`config.mk`:
```
export PLATFORM = sky130hd
export DESIGN_NAME = phys_reg_free_list_ctrl
export DESIGN_NICKNAME = d
export VERILOG_FILES = /design/src/rtl/phys_reg_free_list_ctrl.sv
export SDC_FILE = /design/constraint.sdc
export NUM_CORES = 1
export LEC_CHECK = 0
export ABC_CLOCK_PERIOD_IN_PS = 4200
export BUFFER_PORTS_ARGS = -buffer_cell sky130_fd_sc_hd__buf_2
export CAP_MARGIN = 40
export CORE_UTILIZATION = 40
export CTS_CLUSTER_DIAMETER = 120
export DETAILED_ROUTE_END_ITERATION = 8
export MAX_ROUTING_LAYER = met4
export PLACE_DENSITY = 0.68
export REMOVE_ABC_BUFFERS = 1
export SKIP_LAST_GASP = 1
export SLEW_MARGIN = 15
export SYNTH_ARGS = -nofsm -noshare
export SYNTH_HDL_FRONTEND = slang
export SYNTH_SLANG_ARGS = --single-unit
```
`constraint.sdc`:
```
create_clock -name clk -period 4.2 [get_ports clk]
set_clock_uncertainty 0.15 [all_clocks]
set_input_delay 0.42 -clock clk [delete_from_list [all_inputs] [get_ports clk]]
set_output_delay 0.42 -clock clk [all_outputs]
set_load 0.05 [all_outputs]
```
`src/rtl/phys_reg_free_list_ctrl.sv`:
```
// Free-list sequencing controller for the rename stage. It preloads the free physical IDs after
// reset, then serves rename allocations and rollback, and merges two retire release ports into a
// single push port.
module phys_reg_free_list_ctrl #(
  parameter int unsigned NUM_PHYS_REGS = 64,
  parameter int unsigned NUM_ARCH_REGS = 32,
  parameter int unsigned PHYS_ID_W     = $clog2(NUM_PHYS_REGS)
) (
  input  logic                 clk,
  input  logic                 rst,
  input  logic                 alloc_req,
  output logic                 alloc_ack,
  output logic [PHYS_ID_W-1:0] alloc_id,
  input  logic                 rollback,
  input  logic [1:0]           release_valid,
  input  logic [PHYS_ID_W-1:0] release_id_0,
  input  logic [PHYS_ID_W-1:0] release_id_1,
  output logic [1:0]           release_ready,
  output logic                 fl_push,
  output logic                 fl_potential_push,
  output logic [PHYS_ID_W-1:0] fl_data_in,
  output logic                 fl_pop,
  output logic                 fl_rollback,
  input  logic [PHYS_ID_W-1:0] fl_data_out,
  input  logic                 fl_valid,
  input  logic                 fl_full,
  output logic                 init_done,
  output logic [PHYS_ID_W:0]   free_count
);

  localparam int unsigned CNT_W = PHYS_ID_W + 1;

  typedef enum logic {ST_INIT, ST_RUN} state_e;

  state_e               state_q, state_d;
  logic [PHYS_ID_W-1:0] init_id_q, init_id_d;
  logic                 rr_q, rr_d;
  logic [CNT_W-1:0]     free_count_q, free_count_d;
  logic                 init_done_q, init_done_d;

  logic                 rel_cand;
  logic [PHYS_ID_W-1:0] rel_id;

  always_ff @(posedge clk) begin
    if (rst) begin
      state_q      <= ST_INIT;
      init_id_q    <= PHYS_ID_W'(NUM_ARCH_REGS);
      rr_q         <= 1'b0;
      free_count_q <= '0;
      init_done_q  <= 1'b0;
    end else begin
      state_q      <= state_d;
      init_id_q    <= init_id_d;
      rr_q         <= rr_d;
      free_count_q <= free_count_d;
      init_done_q  <= init_done_d;
    end
  end

  // Preload sequencing, allocation and release arbitration; every FIFO-side strobe is held low in reset.
  always_comb begin
    state_d           = state_q;
    init_id_d         = init_id_q;
    rr_d              = rr_q;
    init_done_d       = init_done_q;
    alloc_ack         = 1'b0;
    alloc_id          = fl_data_out;
    release_ready     = 2'b00;
    fl_push           = 1'b0;
    fl_potential_push = 1'b0;
    fl_data_in        = init_id_q;
    fl_pop            = 1'b0;
    fl_rollback       = 1'b0;

    rel_cand = (&release_valid) ? rr_q : release_valid[1];
    rel_id   = rel_cand ? release_id_1 : release_id_0;

    if (rst) begin
      fl_data_in = PHYS_ID_W'(NUM_ARCH_REGS);
    end else begin
      case (state_q)
        ST_INIT: begin
          fl_push           = 1'b1;
          fl_potential_push = 1'b1;
          init_id_d         = init_id_q + PHYS_ID_W'(1);
          if (init_id_q == PHYS_ID_W'(NUM_PHYS_REGS - 1)) begin
            state_d     = ST_RUN;
            init_done_d = 1'b1;
          end
        end
        ST_RUN: begin
          alloc_ack   = alloc_req & fl_valid & ~rollback;
          fl_pop      = alloc_ack;
          fl_rollback = rollback;
          // A same-cycle pop frees the slot, so a full FIFO can still take the release.
          if ((|release_valid) && (!fl_full || alloc_ack)) begin
            release_ready[rel_cand] = 1'b1;
            rr_d                    = ~rel_cand;
            if (rel_id != '0) begin
              fl_push           = 1'b1;
              fl_potential_push = 1'b1;
              fl_data_in        = rel_id;
            end
          end
        end
        default: state_d = ST_INIT;
      endcase
    end

    free_count_d = free_count_q + CNT_W'(fl_push) - CNT_W'(fl_pop) + CNT_W'(fl_rollback);
  end

  assign init_done  = init_done_q;
  assign free_count = free_count_q;

endmodule

```
==> results of run 1 <==
worst max path at each step:
stage / endpoint / depth (start not counted)
finish: free_count[6] / 10
global route: free_count[6] / 10
CTS: free_count[6] / 10
detailed placement: free_count[6] / 11
global placement: free_count[4] / 10
floorplan: free_count[4] / 9
routing by layer:
layer / part of all wire, % / vias to the layer above / GRT usage (%) / routed length, um
li1: - / 642 / - / -
met1: 46 / 597 / 22.1 / 1420
met2: 48 / 41 / 28.9 / 1460
met3: 4.6 / 4 / 4.11 / 140
met4: 1.4 / 0 / 8.64 / 42
met5: 0 / - / - / 0
synthesized netlist by cell type, drive strengths merged (3+ instances only):
cell,number,area share (%)
ha,7,6.6
a21oi,13,4.9
nor2b,4,1.9
a211oi,3,1.7
xnor2,3,2.0
xor2,3,2.0
a211o,3,2.0
buf,11,6.7
o21ai,3,1.1
o221ai,4,2.6
dfxtp,16,24
nor2,14,3.9
and3,4,1.9
a21boi,6,3.4
clkbuf,4,1.1
nand2,4,1.1
inv,12,3.4
nor3,3,1.1
and2,3,1.4
a31o,5,3.3
nand3,3,1.1
through the flow:
stage          utilization (%)  power (mW)
2_1_floorplan                -       0.480
3_3_place_gp              47.9       0.548
3_5_place_dp              47.9       0.565
4_1_cts                   49.1       0.676
5_1_grt                   49.1       0.718
6_report                  49.1       0.671
cells by family (layout without fill, tap and decap cells):
| group | count (synthesis) | after routing |
|---|---|---|
| AO/OA/AOI/OAI | 51 | 51 |
| XOR/XNOR | 6 | 6 |
| adder cells (fa/ha/maj) | 9 | 9 |
| buffers and inverters | 27 | 56 |
| flip-flops | 16 | 16 |
| multiplexers | 1 | 1 |
| AND/OR/NAND/NOR | 50 | 50 |
placed cells by master (no fill, tap or decap), drive strengths merged, types with 3 or more instances in the layout:
cell type  netlist  routed
a211o            3       3
a211oi           3       3
a21boi           6       6
a21oi           13      13
a31o             5       5
and2             3       3
and3             4       4
buf             11      40
clkbuf           4       4
dfxtp           16      16
ha               7       7
inv             12      12
nand2            4       4
nand3            3       3
nor2            14      14
nor2b            4       4
nor3             3       3
o21ai            3       3
o221ai           4       4
xnor2            3       3
xor2             3       3
registers in the layout (all words and copies together), names as in the netlist:
name / flops
free_count: 7
init_done: 1
init_id_q: 6
rr_q: 1
state_q: 1
cell type report:
cell class	count	area share [%]
inverter	12	2.96
multi-input combinational	117	56.9
timing repair buffer	40	13.1
sequential	16	21.0
clock buffer	4	2.38
tap	44	3.62
power breakdown:
group / switching (mW) / total (mW) / internal (mW)
registers: 0.0199 / 0.198 / 0.178
clock network: 0.0584 / 0.111 / 0.0529
logic: 0.227 / 0.362 / 0.135
total: 0.305 / 0.671 / 0.366
worst max-delay path, delay by kind of cell, from the launching register on:
kind	cells	cell delay (ns)
compound gates	5	1.01
simple gates	3	0.99
fa+ha+maj	2	0.86
flops	1	0.35
==> results by group, run 1 <==
Outcome
  • Status: finished, final reports clean

Synthesis
  • Register area share after synthesis: 24.0%
  • Post-Synth Adder-Cell Area: 9.55%
  • Primary FF master, synth: dfxtp_1
  • Synth Area in XOR/XNOR: 3.93%
  • Yosys cell types: 47
  • Post-Synthesis Cell Area: 0.00134 mm2
  • Synth Warn #: 0
  • Synth Area in Compound Gates: 28.9%
  • Simple-gate share of the synthesized area: 21.6%
  • Synth Instances: 160
  • Register bit count reported by yosys: 16
  • Number of flops mapped to enable cells by yosys: 0
  • Avg Synthesized Cell Area: 8.35 um2
  • Asr flop ratio synth: 0%
  • Mux share of post-synthesis cell area: 0.749%
  • Main combinational cell family by area after synthesis: compound AO/OA/AOI/OAI gates

Timing
  • Hold Slack: 0.343 ns
  • Fin. max-slew vios: 0
  • Tmin final: 3.47 ns
  • Slew @ Worst Pin: 0.606 ns
  • Fmax: 288 MHz
  • Tcrit/Tclk final: 82.6%
  • Worst setup margin: 0.730 ns
  • Worst slew margin: 59.3%
  • RSZ-0062 raised after global routing: no
  • Final setup vio count: 0
  • Hold Violations, Final: 0
  • Setup total negative slack: 0 ns

Setup path
  • Critical-path maximum fanout: 16
  • FF-to-FF path depth: 10
  • Critical path launch point: rr_q
  • CP Data Required Time: 4.25 ns
  • RR Endpoint: free_count[6]
  • Critical path type: flip-flop to flip-flop
  • Slowest-stage cell, CP: nand2b_1
  • Slowest stage delay, CP: 0.47 ns
  • R2r setup slk: 0.73 ns
  • Worst Path Arrival: 3.52 ns
  • Worst-path cell chain: nand2b_1 > and2_1 > a31oi_1 > a31o_2 > fa_1 > fa_1 > a21o_1 > a31oi_1 > nand3_1 > o311ai_0
  • Startpoint types: flip-flop
  • Kind of end point of the critical path: flip-flop
  • R2R Path Start: rr_q

Placed design
  • Port bufs: 40
  • Placed insts: 229
  • Placed instance area: 0.00149 mm2
  • DPL Wire Length: 2370 um
  • Pre-CTS setup slack: 0.613 ns
  • GPL Wtd Cong: 0.766

Finish
  • Area Growth Syn to Fin: 14.0%
  • Final-stage net count: 225
  • Layout cell share with drive strength beyond 1: 27.5%
  • Fillers: 330
  • Multi-input logic area: 866 um2
  • Fin cells: 233
  • Post-route cell area: 0.00152 mm2
  • Reg area: 320 um2
  • Antenna fix cells: 0

Drt
  • DR iter-0 viols: 36
  • Initial DRT Pass Iterations: 4
  • Routed Antenna Nets: 0
  • Drt drc: 0
  • Routed via count: 1284
  • WL final: 3070 um
  • Routed len/inst: 13.2 um
  • Via density: 5.51

CTS
  • Setup Buffers After CTS: 0
  • Clock slew at reported path FFs: 0.11 ns
  • Clock buffer count from CTS: 3
  • Clk sinks: 16
  • Max H-tree Level: 1
  • CTS tree: yes
  • CTS resizes: 0
  • Clk_lat worst skew: 0.30 ns
  • Clock root cell: clkbuf_4
  • # hold bufs at CTS: 0
  • Longest Clk Path Bufs: 2

Pwr
  • VDD IR-drop max: 0.000307 V
  • Power per Cell Area: 441 mW/mm2
  • P_leak: 0.709 nW

Floorplanning
  • Ports: 53
  • Starting Density: 43.1%
  • Core ar.: 0.00310 mm2
  • Row cnt: 20
  • Die area: 0.00358 mm2
  • Die Ht: 59.8 um
  • Die width: 59.8 um

Global route
  • First-pass GRT wire length: 4860 um
  • GRT Total Usage: 18.3%
  • Largest net degree at the start of global routing: 27
  • Via count of the first global-routing pass: 1131
  • Initial antenna violation count: 0
  • Gr ovfl total: 0

Worst hold path
  • Worst Hold Class: flip-flop to flip-flop
  • Hold Path End: init_done
  • WHS Path Cells: 2
  • Hold path startpoint: init_done

Run
  • Max Cap Viol: 0
No activity file was read; power rests on OpenSTA's default activity.
==> run 2, diff against run 1 <==
--- a/config.mk
+++ b/config.mk
@@ -5,14 +5,14 @@
 export SDC_FILE = /design/constraint.sdc
 export NUM_CORES = 1
 export LEC_CHECK = 0
-export ABC_CLOCK_PERIOD_IN_PS = 4200
+export ABC_CLOCK_PERIOD_IN_PS = 2900
 export BUFFER_PORTS_ARGS = -buffer_cell sky130_fd_sc_hd__buf_2
 export CAP_MARGIN = 40
 export CORE_UTILIZATION = 40
 export CTS_CLUSTER_DIAMETER = 120
 export DETAILED_ROUTE_END_ITERATION = 8
 export MAX_ROUTING_LAYER = met4
-export PLACE_DENSITY = 0.68
+export PLACE_DENSITY = 0.71
 export REMOVE_ABC_BUFFERS = 1
 export SKIP_LAST_GASP = 1
 export SLEW_MARGIN = 15
==> constraint.sdc (replaced) <==
create_clock -name clk -period 2.9 [get_ports clk]
set_clock_uncertainty 0.15 [all_clocks]
set_input_delay 0.29 -clock clk [delete_from_list [all_inputs] [get_ports clk]]
set_output_delay 0.29 -clock clk [all_outputs]
set_load 0.05 [all_outputs]
==> run 2 against run 1 <==
  * Clock power increased by 35%
  * Register-to-register slack got worse by 0.58 ns
  * Sequential cell count is the same
  * Power up 53%
  * Core utilization is 5.2 points higher
  * Via count is 3.9% higher
  * Sequential share of layout area decreased by 2.0 points
  * Count of clock-buffer cells in the layout unchanged
  * Largest power group unchanged
==> results by group, run 2 (synthesis results as in run 1) <==
Floorplanning
  • Die Ht: 59.8 um (unchanged)
  • Row cnt: 20 (unchanged)
  • Starting Density: 43.1% (unchanged)
  • Die area: 0.00358 mm2 (unchanged)
  • Die width: 59.8 um (unchanged)
  • Ports: 53 (unchanged)
  • Core ar.: 0.00310 mm2 (unchanged)

Drt
  • Routed via count: 1334 (+3.9%)
  • DR iter-0 viols: 41 (+14%)
  • Via density: 5.34 (-3.2%)
  • Routed len/inst: 12.3 um (-6.7%)
  • Routed Antenna Nets: 0 (unchanged)
  • Initial DRT Pass Iterations: 4 (unchanged)
  • WL final: 3070 um (about the same)
  • Drt drc: 0 (unchanged)

Finish
  • Max reg flops: 7 (unchanged)
  • Most common cell after layout, fill and taps aside: buf_2
  • Area Growth Syn to Fin: 26.0%
  • Most frequent cells in the layout: buf_2 (40), buf_4 (17), dfxtp_1 (16)
  • Reg area: 320 um2 (unchanged)
  • Final-stage net count: 242 (+7.6%)
  • Multi-input logic area: 900 um2 (+3.9%)
  • Layout cell share with drive strength beyond 1: 35.9% (+8.4 points)
  • Post-route cell area: 0.00168 mm2 (+11%)
  • Antenna fix cells: 0 (unchanged)
  • Fillers: 310 (-6.1%)

CTS
  • Max H-tree Level: 1 (unchanged)
  • Clock buffer count from CTS: 3 (unchanged)
  • CTS tree: yes
  • # hold bufs at CTS: 0 (unchanged)
  • Longest Clk Path Bufs: 2 (unchanged)
  • Clk sinks: 16 (unchanged)
  • Clock root cell: clkbuf_4
  • Clock slew at reported path FFs: 0.10 ns (about the same)
  • Clk_lat worst skew: 0.29 ns (about the same)

Setup path
  • FF-to-FF path depth: 9 (-1)
  • CP Data Required Time: 2.95 ns (-1.30 ns)
  • R2R Path Start: rr_q
  • Worst Path Arrival: 2.89 ns (-0.63 ns)
  • Critical-path maximum fanout: 2 (-14)
  • Kind of end point of the critical path: flip-flop
  • R2r setup slk: 0.15 ns (-0.58 ns)
  • RR Endpoint: free_count[4]
  • Startpoint types: primary input
  • Critical path type: primary input to flip-flop

Pwr
  • P_leak: 0.790 nW (+11%)
  • Power per Cell Area: 608 mW/mm2 (+38%)
  • Total power: 1.02 mW (+53%)
  • VDD IR-drop max: 0.000424 V (+38%)

Timing
  • Fmax: 351 MHz
  • Tcrit/Tclk final: 98.1%
  • Fin. max-slew vios: 0 (unchanged)
  • Hold Violations, Final: 0 (unchanged)
  • Final setup vio count: 0 (unchanged)
  • Slew @ Worst Pin: 0.651 ns (+0.0454 ns)
  • Tmin final: 2.85 ns
  • Worst slew margin: 56.3% (-3.0 points)

Placed design
  • Port bufs: 40 (unchanged)
  • GPL Wtd Cong: 0.832 (+8.6%)
  • DPL Wire Length: 2370 um (about the same)
  • Placed instance area: 0.00160 mm2 (+7.6%)

Worst hold path
  • Hold path startpoint: rst
  • WHS Path Cells: 3 (+1)
  • Hold Path End: free_count[1]
  • Worst Hold Class: primary input to flip-flop

Outcome
  • Status: finished, final reports clean

Global route
  • First-pass GRT wire length: 4890 um (+0.43%)
  • Initial antenna violation count: 0 (unchanged)
  • Via count of the first global-routing pass: 1123 (-0.71%)
  • Gr ovfl total: 0 (unchanged)
  • Largest net degree at the start of global routing: 26 (-3.7%)
  • GRT Total Usage: 18.1% (-0.24 points)

Run
  • Max Cap Viol: 0 (unchanged)
run 2: cell count changes in the layout (fill, tap and decap cells not counted):
cell / before / now
a31oi_2: 0 / 1
nand2b_4: 0 / 1
a31oi_4: 0 / 1
a31oi_1: 2 / 0
fa_1: 2 / 0
fa_2: 0 / 2
buf_4: 0 / 17
nand2b_1: 2 / 1
run 2: through the flow:
stage,hold WS (ns),setup slack (ns),utilization [%],cells,setup TNS (ns)
after global routing,0.318,-0.0372,54.3,250,-0.0691
after CTS,0.305,0.0243,53.3,249,0
after global placement,0.312,-0.468,51.5,244,-1.63
after floorplan,0.212,-0.569,-,145,-1.77
after detailed placement,0.307,-0.501,51.5,244,-1.80
final,0.307,0.0548,54.3,250,0
run 2: what timing repair did:
item                       4_1_cts  5_1_grt
setup endpoints to repair        3        3
setup buffers                    1        1
resized for setup                3        3
pin swaps                        1        8
run 2: layout make-up:
cell class | count | area share, %
tap | 44 | 3.27
inverter | 12 | 2.67
clock buffer | 4 | 2.15
sequential | 16 | 19.0
timing repair buffer | 57 | 19.5
multi-input combinational | 117 | 53.4
run 2: worst max-delay path, cell delays in order:
cell and delay [ns]:
buf_2 0.10, or4_4 0.55, a2111oi_4 0.27, a31oi_2 0.08
a31o_2 0.24, fa_2 0.36, fa_2 0.37, a21o_1 0.22
a211o_1 0.25, and3_1 0.15
run 2: worst max path at each step:
stage | slack (ns) | depth (start not counted) | startpoint | to
4_1_cts | 0.02 | 9 | rr_q | free_count[4]
3_3_place_gp | -0.47 | 10 | release_id_0[2] | free_count[4]
3_5_place_dp | -0.50 | 10 | release_id_0[2] | free_count[4]
5_1_grt | -0.04 | 11 | release_id_0[4] | free_count[6]
2_1_floorplan | -0.57 | 9 | release_id_0[2] | free_count[4]
6_report | 0.05 | 10 | release_id_0[4] | free_count[4]
run 2: metal layers:
layer	vias to the layer above	track usage, %	wire, um
li1	678	-	-
met1	605	23.3	1430
met2	43	28.6	1450
met3	8	5.19	149
met4	0	2.99	44
met5	-	-	0
run 2: report_power, final:
group	switching [mW]	total (mW)	internal, mW
clock network	0.0738	0.150	0.0766
registers	0.0294	0.287	0.258
logic	0.348	0.586	0.238
